$ cat config.mk
export PLATFORM = sky130hd
export DESIGN_NAME = alu_exec_stage
export DESIGN_NICKNAME = d
export VERILOG_FILES = /design/src/rtl/alu_exec_pkg.sv /design/src/rtl/alu_exec_stage_seq_multiplier.sv /design/src/rtl/alu_exec_stage.sv
export SDC_FILE = /design/constraint.sdc
export NUM_CORES = 1
export LEC_CHECK = 0
export CAP_MARGIN = 20
export CORE_MARGIN = 2
export CORE_UTILIZATION = 64
export CTS_BUF_LIST = sky130_fd_sc_hd__clkbuf_8
export CTS_CLUSTER_SIZE = 16
export DETAILED_ROUTE_END_ITERATION = 6
export PLACE_DENSITY = 0.9
export SYNTH_ARGS = -nofsm -noshare
export SYNTH_HDL_FRONTEND = slang
export SYNTH_SLANG_ARGS = --single-unit
$ cat constraint.sdc
create_clock -name clk -period 2.5 [get_ports clk]
set_input_delay 0.5 -clock clk [delete_from_list [all_inputs] [get_ports clk]]
set_output_delay 0.5 -clock clk [all_outputs]
set_load 0.01 [all_outputs]
$ cat src/rtl/alu_exec_pkg.sv
// Shared opcode, state and helper definitions for the ALU execute/writeback stage.
package alu_exec_pkg;

    localparam logic [3:0] OP_ADD = 4'd0;
    localparam logic [3:0] OP_SUB = 4'd1;
    localparam logic [3:0] OP_AND = 4'd2;
    localparam logic [3:0] OP_OR  = 4'd3;
    localparam logic [3:0] OP_XOR = 4'd4;
    localparam logic [3:0] OP_SLT = 4'd5;
    localparam logic [3:0] OP_SLL = 4'd6;
    localparam logic [3:0] OP_SRL = 4'd7;
    localparam logic [3:0] OP_MUL = 4'd8;

    // Opcodes from here upward are accepted but never write
    localparam logic [3:0] OP_NOP_MIN = 4'd9;

    typedef enum logic {
        S_IDLE = 1'b0,
        S_MUL  = 1'b1
    } state_t;

    // Single-cycle ops that produce a register write
    function automatic logic is_alu_op(input logic [3:0] op);
        return op < OP_MUL;
    endfunction

endpackage

$ cat src/rtl/alu_exec_stage_seq_multiplier.sv
// Iterative shift-add multiplier: one partial product per clock, data_width steps.
// done/product are combinational during the last step so the caller can
// register the result on the same edge that finishes the multiply.
module seq_multiplier #(
    parameter int data_width = 32
) (
    input  logic                  clk,
    input  logic                  rst_n,
    input  logic                  start,
    input  logic [data_width-1:0] mcand_in,
    input  logic [data_width-1:0] mplier_in,
    output logic                  done,
    output logic [data_width-1:0] product
);
    localparam int CW = $clog2(data_width);

    logic                  active;
    logic [data_width-1:0] mcand;
    logic [data_width-1:0] mplier;
    logic [data_width-1:0] acc;
    logic [CW-1:0]         cnt;
    logic [data_width-1:0] acc_nxt;

    assign acc_nxt = mplier[0] ? acc + mcand : acc;
    assign done    = active && (cnt == CW'(data_width - 1));
    assign product = acc_nxt;

    // Load on start, then shift/accumulate once per edge until the last bit
    always_ff @(posedge clk or negedge rst_n) begin
        if (!rst_n) begin
            active <= 1'b0;
            mcand  <= '0;
            mplier <= '0;
            acc    <= '0;
            cnt    <= '0;
        end else if (start) begin
            active <= 1'b1;
            mcand  <= mcand_in;
            mplier <= mplier_in;
            acc    <= '0;
            cnt    <= '0;
        end else if (active) begin
            acc    <= acc_nxt;
            mcand  <= mcand << 1;
            mplier <= mplier >> 1;
            cnt    <= cnt + CW'(1);
            if (done) active <= 1'b0;
        end
    end

endmodule

$ cat src/rtl/alu_exec_stage.sv
// ALU execute/writeback stage feeding the register file write port.
// Optional macro ALU_EXEC_MUL_EN adds the iterative MUL (opcode 8); without it
// opcode 8 is a one-cycle NOP and busy is tied low.
module alu_exec_stage
    import alu_exec_pkg::*;
#(
    parameter int data_width   = 32,
    parameter int select_width = 5
) (
    input  logic                    clk,
    input  logic                    rst_n,
    input  logic                    in_valid,
    output logic                    in_ready,
    input  logic [3:0]              opcode,
    input  logic [data_width-1:0]   operand_a,
    input  logic [data_width-1:0]   operand_b,
    input  logic [select_width-1:0] dest_addr,
    output logic [data_width-1:0]   write_data_out,
    output logic [select_width-1:0] write_address_out,
    output logic                    reg_write_out,
    output logic                    busy
);
    logic                  accept;
    logic [data_width-1:0] alu_res;

    assign accept = in_valid && in_ready;

    // Single-cycle ALU datapath
    always_comb begin
        alu_res = '0;
        case (opcode)
            OP_ADD:  alu_res = operand_a + operand_b;
            OP_SUB:  alu_res = operand_a - operand_b;
            OP_AND:  alu_res = operand_a & operand_b;
            OP_OR:   alu_res = operand_a | operand_b;
            OP_XOR:  alu_res = operand_a ^ operand_b;
            OP_SLT:  alu_res = {{(data_width-1){1'b0}}, ($signed(operand_a) < $signed(operand_b))};
            OP_SLL:  alu_res = operand_a << operand_b[4:0];
            OP_SRL:  alu_res = operand_a >> operand_b[4:0];
            default: alu_res = '0;
        endcase
    end

`ifdef ALU_EXEC_MUL_EN
    state_t                  state, state_nxt;
    logic                    mul_start;
    logic                    mul_done;
    logic [data_width-1:0]   mul_prod;
    logic [select_width-1:0] mul_dest;

    assign in_ready  = rst_n && (state == S_IDLE);
    assign busy      = (state == S_MUL);
    assign mul_start = accept && (opcode == OP_MUL);

    seq_multiplier #(.data_width(data_width)) u_mul (
        .clk      (clk),
        .rst_n    (rst_n),
        .start    (mul_start),
        .mcand_in (operand_a),
        .mplier_in(operand_b),
        .done     (mul_done),
        .product  (mul_prod)
    );

    // State register and the destination held across the multiply
    always_ff @(posedge clk or negedge rst_n) begin
        if (!rst_n) begin
            state    <= S_IDLE;
            mul_dest <= '0;
        end else begin
            state <= state_nxt;
            if (mul_start) mul_dest <= dest_addr;
        end
    end

    // Next state: stall in S_MUL until the multiplier's final step
    always_comb begin
        state_nxt = state;
        case (state)
            S_IDLE:  if (mul_start) state_nxt = S_MUL;
            S_MUL:   if (mul_done) state_nxt = S_IDLE;
            default: state_nxt = S_IDLE;
        endcase
    end
`else
    assign in_ready = rst_n;
    assign busy     = 1'b0;
`endif

    // Registered write port; the write strobe is a one-cycle pulse per result
    always_ff @(posedge clk or negedge rst_n) begin
        if (!rst_n) begin
            write_data_out    <= '0;
            write_address_out <= '0;
            reg_write_out     <= 1'b0;
        end else begin
            reg_write_out <= 1'b0;
            if (accept && is_alu_op(opcode)) begin
                write_data_out    <= alu_res;
                write_address_out <= dest_addr;
                reg_write_out     <= (dest_addr != '0);
            end
`ifdef ALU_EXEC_MUL_EN
            else if (mul_done) begin
                write_data_out    <= mul_prod;
                write_address_out <= mul_dest;
                reg_write_out     <= (mul_dest != '0);
            end
`endif
        end
    end

endmodule

==> results.yml, run 1 <==
status:
  outcome: "aborted with a tool error"
  outcome.stop_stage: "clock tree synthesis (4_1_cts)"
  stop_error: "[ERROR DPL-0038] Utilization greater than 100%, impossible to legalize"
clocking:
  cts_root_buffer: "clkbuf_8"
  postCtsResizedCells: 418
  sink_count: 38
  cts.hold.buffers_added: 0
  post_cts.repair.setup_buffers: 64
  cts_max_path_buffers: 2
  h-tree-depth: 2
  cts-buffers-inserted: 5
yosys:
  synth.most_common_cell: "nor2_1"
  largest_area_contributor_in_the_netlist: "ha_1"
  syn_area_per_cell_um2: 7.08
  synthTopCellsByCount: "nor2_1 (188), a21oi_1 (155), nand2_1 (109), ha_1 (104), o21ai_0 (86)"
  syn_inst: 1356
  number_of_enable_type_register_cells_in_the_synthesized_netlist: 0
  post_synth_instance_area_mm2: 0.00961
  synth-main-ff-cell: "dfrtp_1"
  netlist.area_leader.share_pct: 13.5
  yosysSeqAreaShare_pct: 9.90
  yosys_register_bits: 38
  synthTopCellsByArea: "ha_1 (14%), dfrtp_1 (9.9%), a21oi_1 (8.1%), mux4_2 (7.5%), nor2_1 (7.3%)"
  synth_nets: 1538
  synth.lib_cells_used.distinct: 83
  synth-async-reset-ratio_pct: 100
  ys.warnings.count: 0
floorplan:
  initial_utilization_pct: 65.8
  fp.dieH_um: 127
  row_cnt: 44
  chipWidth_um: 127
  num_io_pins: 116
place:
  placed_area_mm2: 0.0139
  dp_hpwl_mm: 46.4
  port_buffer_cells: 114
  globalplace.congestion: 1.25
[metrics by stage]
stage	hold slack [ns]	worst slack [ns]	setup TNS, ns	utilization [%]	cells
detailed placement	0.480	-1.57	-37.97	95.4	1983
global placement	0.456	-1.35	-30.04	95.4	1983
floorplan	0.204	-1.05	-15.57	-	1356
[cell families after synthesis]
family	share of synthesized area, %
AND/OR/NAND/NOR	20.2
adder cells (fa/ha/maj)	14.0
buffers and inverters	8.18
AO/OA/AOI/OAI	32.2
XOR/XNOR	1.64
other	0.0390
multiplexers	13.8
flip-flops	9.90
==> inputs of run 2 (changes only) <==
Settings changed: CORE_UTILIZATION 64 to 40, CTS_BUF_LIST sky130_fd_sc_hd__clkbuf_8 to not set, CTS_CLUSTER_SIZE 16 to not set, PLACE_DENSITY 0.9 to not set, PLACE_DENSITY_LB_ADDON set to 0.15.
==> run 2 against run 1 <==
The flow now finishes, with violations (setup timing). Area after synthesis did not move. Synthesized cell count did not move.
==> results.yml, run 2 <==
yosys:
  netlist.area_leader.share_pct: 13.5
  yosysSeqAreaShare_pct: 9.90
  post_synth_instance_area_mm2: 0.00961
  synth_nets: 1538
  synth.area.mux_share_pct: 13.8
  synth-adder-area-share_pct: 14.0
  yosys_register_bits: 38
  post_synth_and_or_nand_nor_area_fraction_pct: 20.2
  synth_compound_gate_area_share_pct: 32.2
  synth_xor_area_share_pct: 1.64
  syn_inst: 1356
  syn_area_per_cell_um2: 7.08
  synth-main-ff-cell: "dfrtp_1"
  synth.most_common_cell: "nor2_1"
  synth.lib_cells_used.distinct: 83
  number_of_enable_type_register_cells_in_the_synthesized_netlist: 0
  largest_area_contributor_in_the_netlist: "ha_1"
  synth-async-reset-ratio_pct: 100
  synthTopCellsByCount: "nor2_1 (188), a21oi_1 (155), nand2_1 (109), ha_1 (104), o21ai_0 (86)"
  ys.warnings.count: 0
  synth_top_family_by_area: "compound AO/OA/AOI/OAI gates"
  synthTopCellsByArea: "ha_1 (14%), dfrtp_1 (9.9%), a21oi_1 (8.1%), mux4_2 (7.5%), nor2_1 (7.3%)"
place:
  placed_cells_incl_taps: 2175
  port_buffer_cells: 114
  globalplace.congestion: 1.02
  dp_hpwl_mm: 41.0
status:
  outcome: "finished with violations"
  failed_checks: "setup timing"
sta:
  final_max_slew_viol_count: 0
  finalHoldViolations: 0
  clock_skew_ns: 0
  report.final.setup_viol: 24
  slew-limit-headroom_pct: 44.8
  period_share_pct: 130
  layout_setup_ws_ns: -0.755
  totalNegativeSetupSlack_ns: -9.77
  period_needed_ns: 3.25
  tightest_slew_ns: 0.819
  clock.fmax_mhz: 307
  rsz_0062_raised_after_global_routing: "true"
worst_setup_path:
  worst_path_max_delay_cell: "a2111oi_4"
  worst_setup_path_endpoint: "write_data_out[16]$_DFFE_PN0P_"
  crit_chain: "buf_12, ha_4, fa_2, o21ba_4, o41a_1, a211o_1, a2111oi_4, nor2_2, o311ai_2, nand3_1, nor3b_2, o22a_1"
  setup.worst_path.start: "operand_b[0]"
  crit_buf_inv: 1
  crit_path_max_fanout: 3
  worstSetupPathType: "in -> reg"
  critPathMaxStageDelay_ns: 0.50
  endpoint_kind: "flop"
  arrival_time_worst_endpoint_ns: 3.44
  regToRegEndpoint: "write_data_out[29]$_DFFE_PN0P_"
  critPathTopFamily: "compound AO/OA/AOI/OAI gates"
  path_depth: 12
  worst_r2r_path_depth: 3
  worst-endpoint-required_ns: 2.69
  r2r_start: "write_data_out[29]$_DFFE_PN0P_"
  startpoint_class_of_the_critical_path: "input port"
  regToRegSetupSlack_ns: 1.39
clocking:
  h-tree-depth: 2
  cts_max_path_buffers: 2
  cts_tree: "built"
  cts-buffers-inserted: 5
  cts.hold.buffers_added: 0
  cts_root_buffer: "clkbuf_16"
  sink_count: 38
  clk_latency_worst_skew_pair_ns: 0.30
  clk_transition_reported_paths_ns: 0.07
floorplan:
  initial_utilization_pct: 40.8
  design.die.area_mm2: 0.0253
  chipWidth_um: 159
  design.core.area_mm2: 0.0235
  fp.dieH_um: 159
  num_io_pins: 116
  row_cnt: 56
final_layout:
  diodes: 0
  finalCoreUtilization_pct: 71.4
  reg.largest.list: "write_data_out x32, write_address_out x5, reg_write_out x1"
  synthToLayoutAreaGrowth_pct: 74.9
  fillers: 1950
  drive_gt1_share_pct: 47.1
  mostFrequentLayoutCell: "buf_4"
  top_register: "write_data_out"
  final_cell_mix: "buf_4 (480), nor2_1 (177), a21oi_1 (117)"
  layoutNonFillerInstCount: 2232
  final_nets: 2094
  max_reg_flops: 32
grt:
  grt_pass1_wl_mm: 78.9
  grt_antenna_before_repair: 0
  grt_start_max_net_pins: 72
  grt_usage_pct: 40.6
  first_global_vias: 13400
  gr-total-overflow: 0
routing:
  routed_via_density: 6.07
  drtPass1Iterations: 5
  route.antenna.remaining_nets: 0
  final_wirelength_mm: 54.2
  remaining_drc_errors: 0
  num_vias: 13600
  route.detailed.wl_per_inst_um: 24.3
  first_iter_violations: 1354
power_and_ir_drop:
  p_leak_nw: 7.42
  vdd_ir_drop_max_mv: 0.239
  cellPowerDensity_mw_per_mm2: 328
min_path:
  min-delay-path-class: "in -> async"
run:
  maxCapViolCount: 0
## run 2: cell counts after synthesis
No cell type changed its count.
## run 2: worst min path at each step
stage                                             endpoint  slack (ns)
after floorplan                    reg_write_out$_DFF_PN0_        0.20
after global placement    write_address_out[0]$_DFFE_PN0P_        0.46
after detailed placement  write_address_out[3]$_DFFE_PN0P_        0.46
after CTS                   write_data_out[30]$_DFFE_PN0P_        0.33
after global routing        write_data_out[28]$_DFFE_PN0P_        0.37
final                       write_data_out[30]$_DFFE_PN0P_        0.32
## run 2: worst register-to-register path, cell delays in order, from the launching register on
cell and delay, ns:
dfrtp_1 0.35, nor2_1 0.08, or4b_1 0.52, nand3_1 0.09
## run 2: kinds of logic after synthesis
logic type | Yosys count
xor+xnor | 18
flops | 38
fa+ha+maj | 106
other cells | 1
compound gates | 475
simple gates | 433
mux | 90
buf+inv | 195
## run 2: metal layers
layer	vias to the layer above	track usage, %	part of all wire [%]
met5	-	0	0
met4	0	31.5	9.7
met3	231	5.31	7.4
met2	777	66.9	46
met1	6436	48.2	37
li1	6108	-	-
## run 2: power by group
part	internal [mW]	switching (mW)	total (mW)
Sequential	0.731	0.0872	0.818
Combinational	1.95	2.04	3.99
Clock	0.397	0.295	0.692
Total	3.08	2.43	5.51
## run 2: final cells by class
type / instances / area, um2 / area share (%)
sequential: 38 / 951 / 5.66
multi-input combinational: 1123 / 9430 / 56.1
clock inverter: 1 / 5.00 / 0.0298
tap: 319 / 399 / 2.38
timing repair buffer: 651 / 5490 / 32.7
clock buffer: 7 / 143 / 0.849
inverter: 93 / 392 / 2.33
## run 2: through the flow
stage	setup slack, ns	power (mW)	hold slack [ns]	instance area (um2)
6_report	-0.755	5.51	0.315	16800
5_1_grt	-0.825	5.74	0.366	16800
4_1_cts	-0.636	5.22	0.329	16300
3_5_place_dp	-1.51	4.05	0.464	14500
3_3_place_gp	-1.50	4.03	0.458	14500
2_1_floorplan	-1.05	2.30	0.204	9760
## run 2: what timing repair did
action | CTS | global route
pin swaps | 107 | 88
cloned | 3 | 0
hold endpoints to repair | 0 | 0
setup endpoints to repair | 32 | 31
setup buffers | 36 | 18
gates resized for setup | 408 | 121
Note: power is estimated with default switching activity, not from simulation.
==> inputs of run 3 (changes only) <==
Clock period 2.5 ns to 2.96 ns, I/O delays scaled along.
==> run 3 against run 2 <==
The flow still finishes with violations (setup timing). First-iteration DRC count grew 3.4%. Largest power group unchanged. Via count is 2.5% lower. Non-clock buffer count decreased by 77. Flip-flop and latch count stayed put. Global-route usage is 0.58 points lower. Clock power fell by 12%. Sequential power shrank 16%. Critical path depth is 3 higher. Critical path type unchanged. Combinational power shrank 23%. Sequential share of layout area increased by 0.47 points. Critical endpoint is now write_data_out[30]$_DFFE_PN0P_.
==> results.yml, run 3 (synthesized netlist as in run 2, its figures left out) <==
status:
  outcome: "finished with violations"
  failed_checks: "setup timing"
place:
  port_buffer_cells: 114
  dp_hpwl_mm: 41.2
  globalplace.congestion: 1.05
  placed_cells_incl_taps: 2112
  dp_slack_ns: -1.18
routing:
  remaining_drc_errors: 0
  first_iter_violations: 1400
  drtPass1Iterations: 6
  routed_via_density: 6.13
  final_wirelength_mm: 53.0
  route.detailed.wl_per_inst_um: 24.6
  num_vias: 13200
  route.antenna.remaining_nets: 0
sta:
  slew-limit-headroom_pct: 36.6
  rsz_0062_raised_after_global_routing: "true"
  layout_setup_ws_ns: -0.381
  period_needed_ns: 3.34
  report.final.setup_viol: 10
  tightest_slew_ns: 0.942
  finalHoldViolations: 0
  clock.fmax_mhz: 299
  fin_worst_hold_slack_ns: 0.421
  clock_skew_ns: 0
  period_share_pct: 113
  final_max_slew_viol_count: 0
final_layout:
  diodes: 0
  finalCoreUtilization_pct: 65.9
  max_reg_flops: 32
  top_register: "write_data_out"
  final_nets: 2017
  final_cell_mix: "buf_4 (428), nor2_1 (183), a21oi_1 (128)"
  drive_gt1_share_pct: 40.5
  reg.largest.list: "write_data_out x32, write_address_out x5, reg_write_out x1"
  mostFrequentLayoutCell: "buf_4"
  layoutNonFillerInstCount: 2155
  synthToLayoutAreaGrowth_pct: 61.4
worst_setup_path:
  worst_path_max_delay_cell: "fa_2"
  worst_r2r_path_depth: 3
  regToRegEndpoint: "write_data_out[29]$_DFFE_PN0P_"
  setup.worst_path.start: "operand_a[0]"
  r2r_start: "write_data_out[29]$_DFFE_PN0P_"
  worstSetupPathType: "in -> reg"
  worst-endpoint-required_ns: 3.16
  endpoint_kind: "flop"
  crit_path_max_fanout: 3
  regToRegSetupSlack_ns: 1.89
  critPathMaxStageDelay_ns: 0.37
  crit_buf_inv: 4
  critPathTopFamily: "compound AO/OA/AOI/OAI gates"
  startpoint_class_of_the_critical_path: "input port"
  arrival_time_worst_endpoint_ns: 3.54
  timing.critical_path.mode_cell: "buf_4"
  crit_chain: "buf_8, buf_4, buf_6, ha_4, fa_2, a211oi_4, o21ai_1, a21o_1, a311oi_2, buf_4, a21oi_4, a221o_1, a21oi_2, mux2i_1, o32a_1"
floorplan:
  design.die.area_mm2: 0.0253
  chipWidth_um: 159
  fp.dieH_um: 159
  design.core.area_mm2: 0.0235
  num_io_pins: 116
  initial_utilization_pct: 40.8
  row_cnt: 56
clocking:
  clk_latency_worst_skew_pair_ns: 0.31
  cts_max_path_buffers: 2
  sink_count: 38
  cts_root_buffer: "clkbuf_16"
  cts.hold.buffers_added: 0
  clk_transition_reported_paths_ns: 0.07
  h-tree-depth: 2
  cts_tree: "built"
  cts-buffers-inserted: 5
run:
  maxCapViolCount: 0
grt:
  grt_usage_pct: 40.0
  grt_pass1_wl_mm: 77.7
  first_global_vias: 12800
  gr-total-overflow: 0
  grt_start_max_net_pins: 72
  grt_antenna_before_repair: 0
min_path:
  min-delay-path-class: "in -> async"
power_and_ir_drop:
  internal-power_mw: 2.43
  p_comb_share_pct: 70.3
  p_leak_nw: 6.89
  vdd_ir_drop_max_mv: 0.217
  clkPwrFrac_pct: 13.9
  cellPowerDensity_mw_per_mm2: 282
  net-switching-power_mw: 1.95
  p_seq_share_pct: 15.8
  power.share.switching_pct: 44.5
[run 3: changes by cell type in the layout (fill, tap and decap cells not counted), sizes merged]
cell / previous run / this run
clkdlybuf4s50: 63 / 72
buf: 561 / 468
clkdlybuf4s15: 6 / 3
clkbuf: 12 / 19
dlygate4sd2: 10 / 15
bufbuf: 3 / 1
[run 3: per-layer routing]
layer	share of wire, %	global-route usage [%]	routed length, um	vias up
met5	0	0	0	-
met4	9.2	28.5	4900	0
met3	7.9	4.90	4180	216
met2	44	64.9	23500	792
met1	39	49.5	20500	6271
li1	-	-	-	5929
[run 3: power by group through the flow]
stage	clock (mW)	combinational, mW	sequential, mW
detailed placement	0	2.69	0.695
CTS	0.598	2.88	0.688
floorplan	0	1.22	0.724
finish	0.610	3.08	0.691
global placement	0	2.67	0.699
global route	0.624	3.25	0.701
[run 3: how the worst max path moves through the flow]
stage / end / slack [ns] / cells past startpoint
after global routing: write_data_out[30]$_DFFE_PN0P_ / -0.46 / 15
after global placement: write_data_out[16]$_DFFE_PN0P_ / -1.10 / 13
final: write_data_out[30]$_DFFE_PN0P_ / -0.38 / 15
after floorplan: write_data_out[16]$_DFFE_PN0P_ / -0.68 / 16
after detailed placement: write_data_out[16]$_DFFE_PN0P_ / -1.18 / 13
after CTS: write_data_out[30]$_DFFE_PN0P_ / -0.23 / 13
[run 3: timing repair]
item,CTS,global route
pin swaps,66,74
setup buffers,19,17
endpoints found under the setup margin,25,24
gates cloned,1,1
resized for setup,206,109
[run 3: metrics by stage]
stage	power (mW)	cell area (um2)	setup TNS (ns)
final	4.38	15500	-1.91
after global routing	4.57	15500	-3.26
after detailed placement	3.38	14000	-21.50
after global placement	3.37	14000	-19.81
after floorplan	1.94	9760	-6.19
after CTS	4.17	15000	-1.13
[run 3: layout make-up]
type | count | area (um2)
Clock buffer | 7 | 143
Clock inverter | 1 | 5.00
Fill cell | 2084 | 8040
Inverter | 93 | 377
Multi-Input combinational cell | 1123 | 8900
Sequential cell | 38 | 951
Tap cell | 319 | 399
Timing Repair Buffer | 574 | 4730
==> inputs of run 4 (changes only) <==
Settings changed: SLEW_MARGIN set to 20.
Clock period 2.96 ns to 4.3 ns, I/O delays scaled along.
==> run 4 against run 3 <==
The run now ends clean. Routed wire length decreased by 11%. Flip-flop and latch count unchanged. Global-route usage decreased by 3.7 points. Die area stayed put. First-iteration DRC count shrank 4.6%. Utilization is 15 points lower. Final area is 23% lower. Sequential share of layout area grew 1.9 points. Largest power group unchanged. Highest routed layer unchanged.
==> results.yml, run 4 (synthesized netlist as in run 2, its figures left out) <==
clocking:
  clk_transition_reported_paths_ns: 0.06
  postCtsResizedCells: 0
  h-tree-depth: 2
  cts_root_buffer: "clkbuf_16"
  cts_max_path_buffers: 2
  cts_tree: "built"
  sink_count: 38
  clk_latency_worst_skew_pair_ns: 0.29
  cts.hold.buffers_added: 0
  cts-buffers-inserted: 5
  post_cts.repair.setup_buffers: 0
final_layout:
  synthToLayoutAreaGrowth_pct: 23.7
  top_register: "write_data_out"
  reg.largest.list: "write_data_out x32, write_address_out x5, reg_write_out x1"
  final_nets: 1694
  finish.instance_area_mm2: 0.0119
  final_cell_mix: "nor2_1 (187), a21oi_1 (155), buf_4 (137)"
  diodes: 0
  drive_gt1_share_pct: 15.7
  finalCoreUtilization_pct: 50.5
  layoutNonFillerInstCount: 1831
  mostFrequentLayoutCell: "nor2_1"
  max_reg_flops: 32
worst_setup_path:
  setup.worst_path.start: "operand_b[9]"
  crit_path_max_fanout: 7
  worstSetupPathType: "in -> reg"
  endpoint_kind: "flop"
  startpoint_class_of_the_critical_path: "input port"
  r2r_start: "write_data_out[29]$_DFFE_PN0P_"
  arrival_time_worst_endpoint_ns: 4.37
  worst-endpoint-required_ns: 4.54
grt:
  grt_pass1_wl_mm: 70.4
  first_global_vias: 11200
  grt_start_max_net_pins: 77
  grt_usage_pct: 36.3
  grt.met1_usage_pct: 45.9
  gr-total-overflow: 0
  global_route.usage.met3_pct: 4.64
  top_usage_layer: "met2"
  grt_antenna_before_repair: 0
  globalRouteMet2Util_pct: 59.2
place:
  port_buffer_cells: 114
  globalplace.congestion: 1.03
  placed_cells_incl_taps: 1824
  placed_area_mm2: 0.0117
  dp_hpwl_mm: 38.2
power_and_ir_drop:
  totalPowerFinal_mw: 2.45
  cellPowerDensity_mw_per_mm2: 206
  p_leak_nw: 5.10
  vdd_ir_drop_max_mv: 0.147
routing:
  routed_via_density: 6.32
  remaining_drc_errors: 0
  drtPass1Iterations: 5
  first_iter_violations: 1335
  final_wirelength_mm: 47.2
  route.antenna.remaining_nets: 0
  num_vias: 11600
  route.detailed.wl_per_inst_um: 25.8
min_path:
  hp-start: "write_address_out[4]$_DFFE_PN0P_"
  min-delay-path-class: "reg -> reg"
run:
  maxCapViolCount: 0
sta:
  period_needed_ns: 4.14
  final_max_slew_viol_count: 0
  period_share_pct: 96.2
  totalNegativeSetupSlack_ns: 0
  clock_skew_ns: 0
  finalHoldViolations: 0
  clock.fmax_mhz: 242
  tightest_slew_ns: 0.973
  rsz_0062_raised_after_global_routing: "false"
  slew-limit-headroom_pct: 33.4
  report.final.setup_viol: 0
floorplan:
  design.core.area_mm2: 0.0235
  chipWidth_um: 159
  fp.dieH_um: 159
  initial_utilization_pct: 40.8
  num_io_pins: 116
  design.die.area_mm2: 0.0253
  row_cnt: 56
status:
  outcome: "complete, no violations"
## run 4: power by group
group          switching [mW]  internal (mW)  total, mW
clock                   0.178          0.211      0.388
combinational           0.911          0.671       1.58
sequential             0.0545          0.425      0.479
## run 4: routing by layer
layer	part of all wire [%]	up-vias
li1	-	5275
met1	40	5448
met2	45	700
met3	7.7	145
met4	7.3	0
met5	0	-
## run 4: worst paths after layout
path / depth (start not counted) / slack [ns] / endpoint
max in group asynchronous: 2 / 3.42 / write_data_out[12]$_DFFE_PN0P_
worst min register to register: 2 / 0.48 / write_address_out[4]$_DFFE_PN0P_
min in group asynchronous: 2 / 0.58 / write_data_out[31]$_DFFE_PN0P_
worst max register to register: 3 / 3.16 / write_data_out[29]$_DFFE_PN0P_
worst min-delay path: 2 / 0.48 / write_address_out[4]$_DFFE_PN0P_
worst max-delay path: 14 / 0.16 / write_data_out[26]$_DFFE_PN0P_
## run 4: area by class of cell
class / count / area, um2
inverter: 93 / 350
tap: 319 / 399
clock buffer: 5 / 125
timing repair buffer: 251 / 2150
sequential: 38 / 951
multi-input combinational: 1123 / 7890
clock inverter: 2 / 10.0
fill: 2478 / 11700
## run 4: metrics by stage
stage | hold slack, ns | setup slack (ns)
finish | 0.475 | 0.165
global route | 0.512 | 0.0199
CTS | 0.484 | 0.216
detailed placement | 0.468 | -0.0818
global placement | 0.460 | -0.0912
floorplan | 0.514 | 0.00138
## run 4: worst max-delay path: stages
cell             delay, ns
clkdlybuf4s50_1       0.47
inv_1                 0.06
ha_1                  0.43
inv_2                 0.06
buf_4                 0.15
o31ai_1               0.36
a21o_1                0.19
a311oi_2              0.16
buf_4                 0.18
a2111oi_0             0.87
buf_4                 0.24
nand2_1               0.05
a2bb2oi_1             0.14
o22a_1                0.14
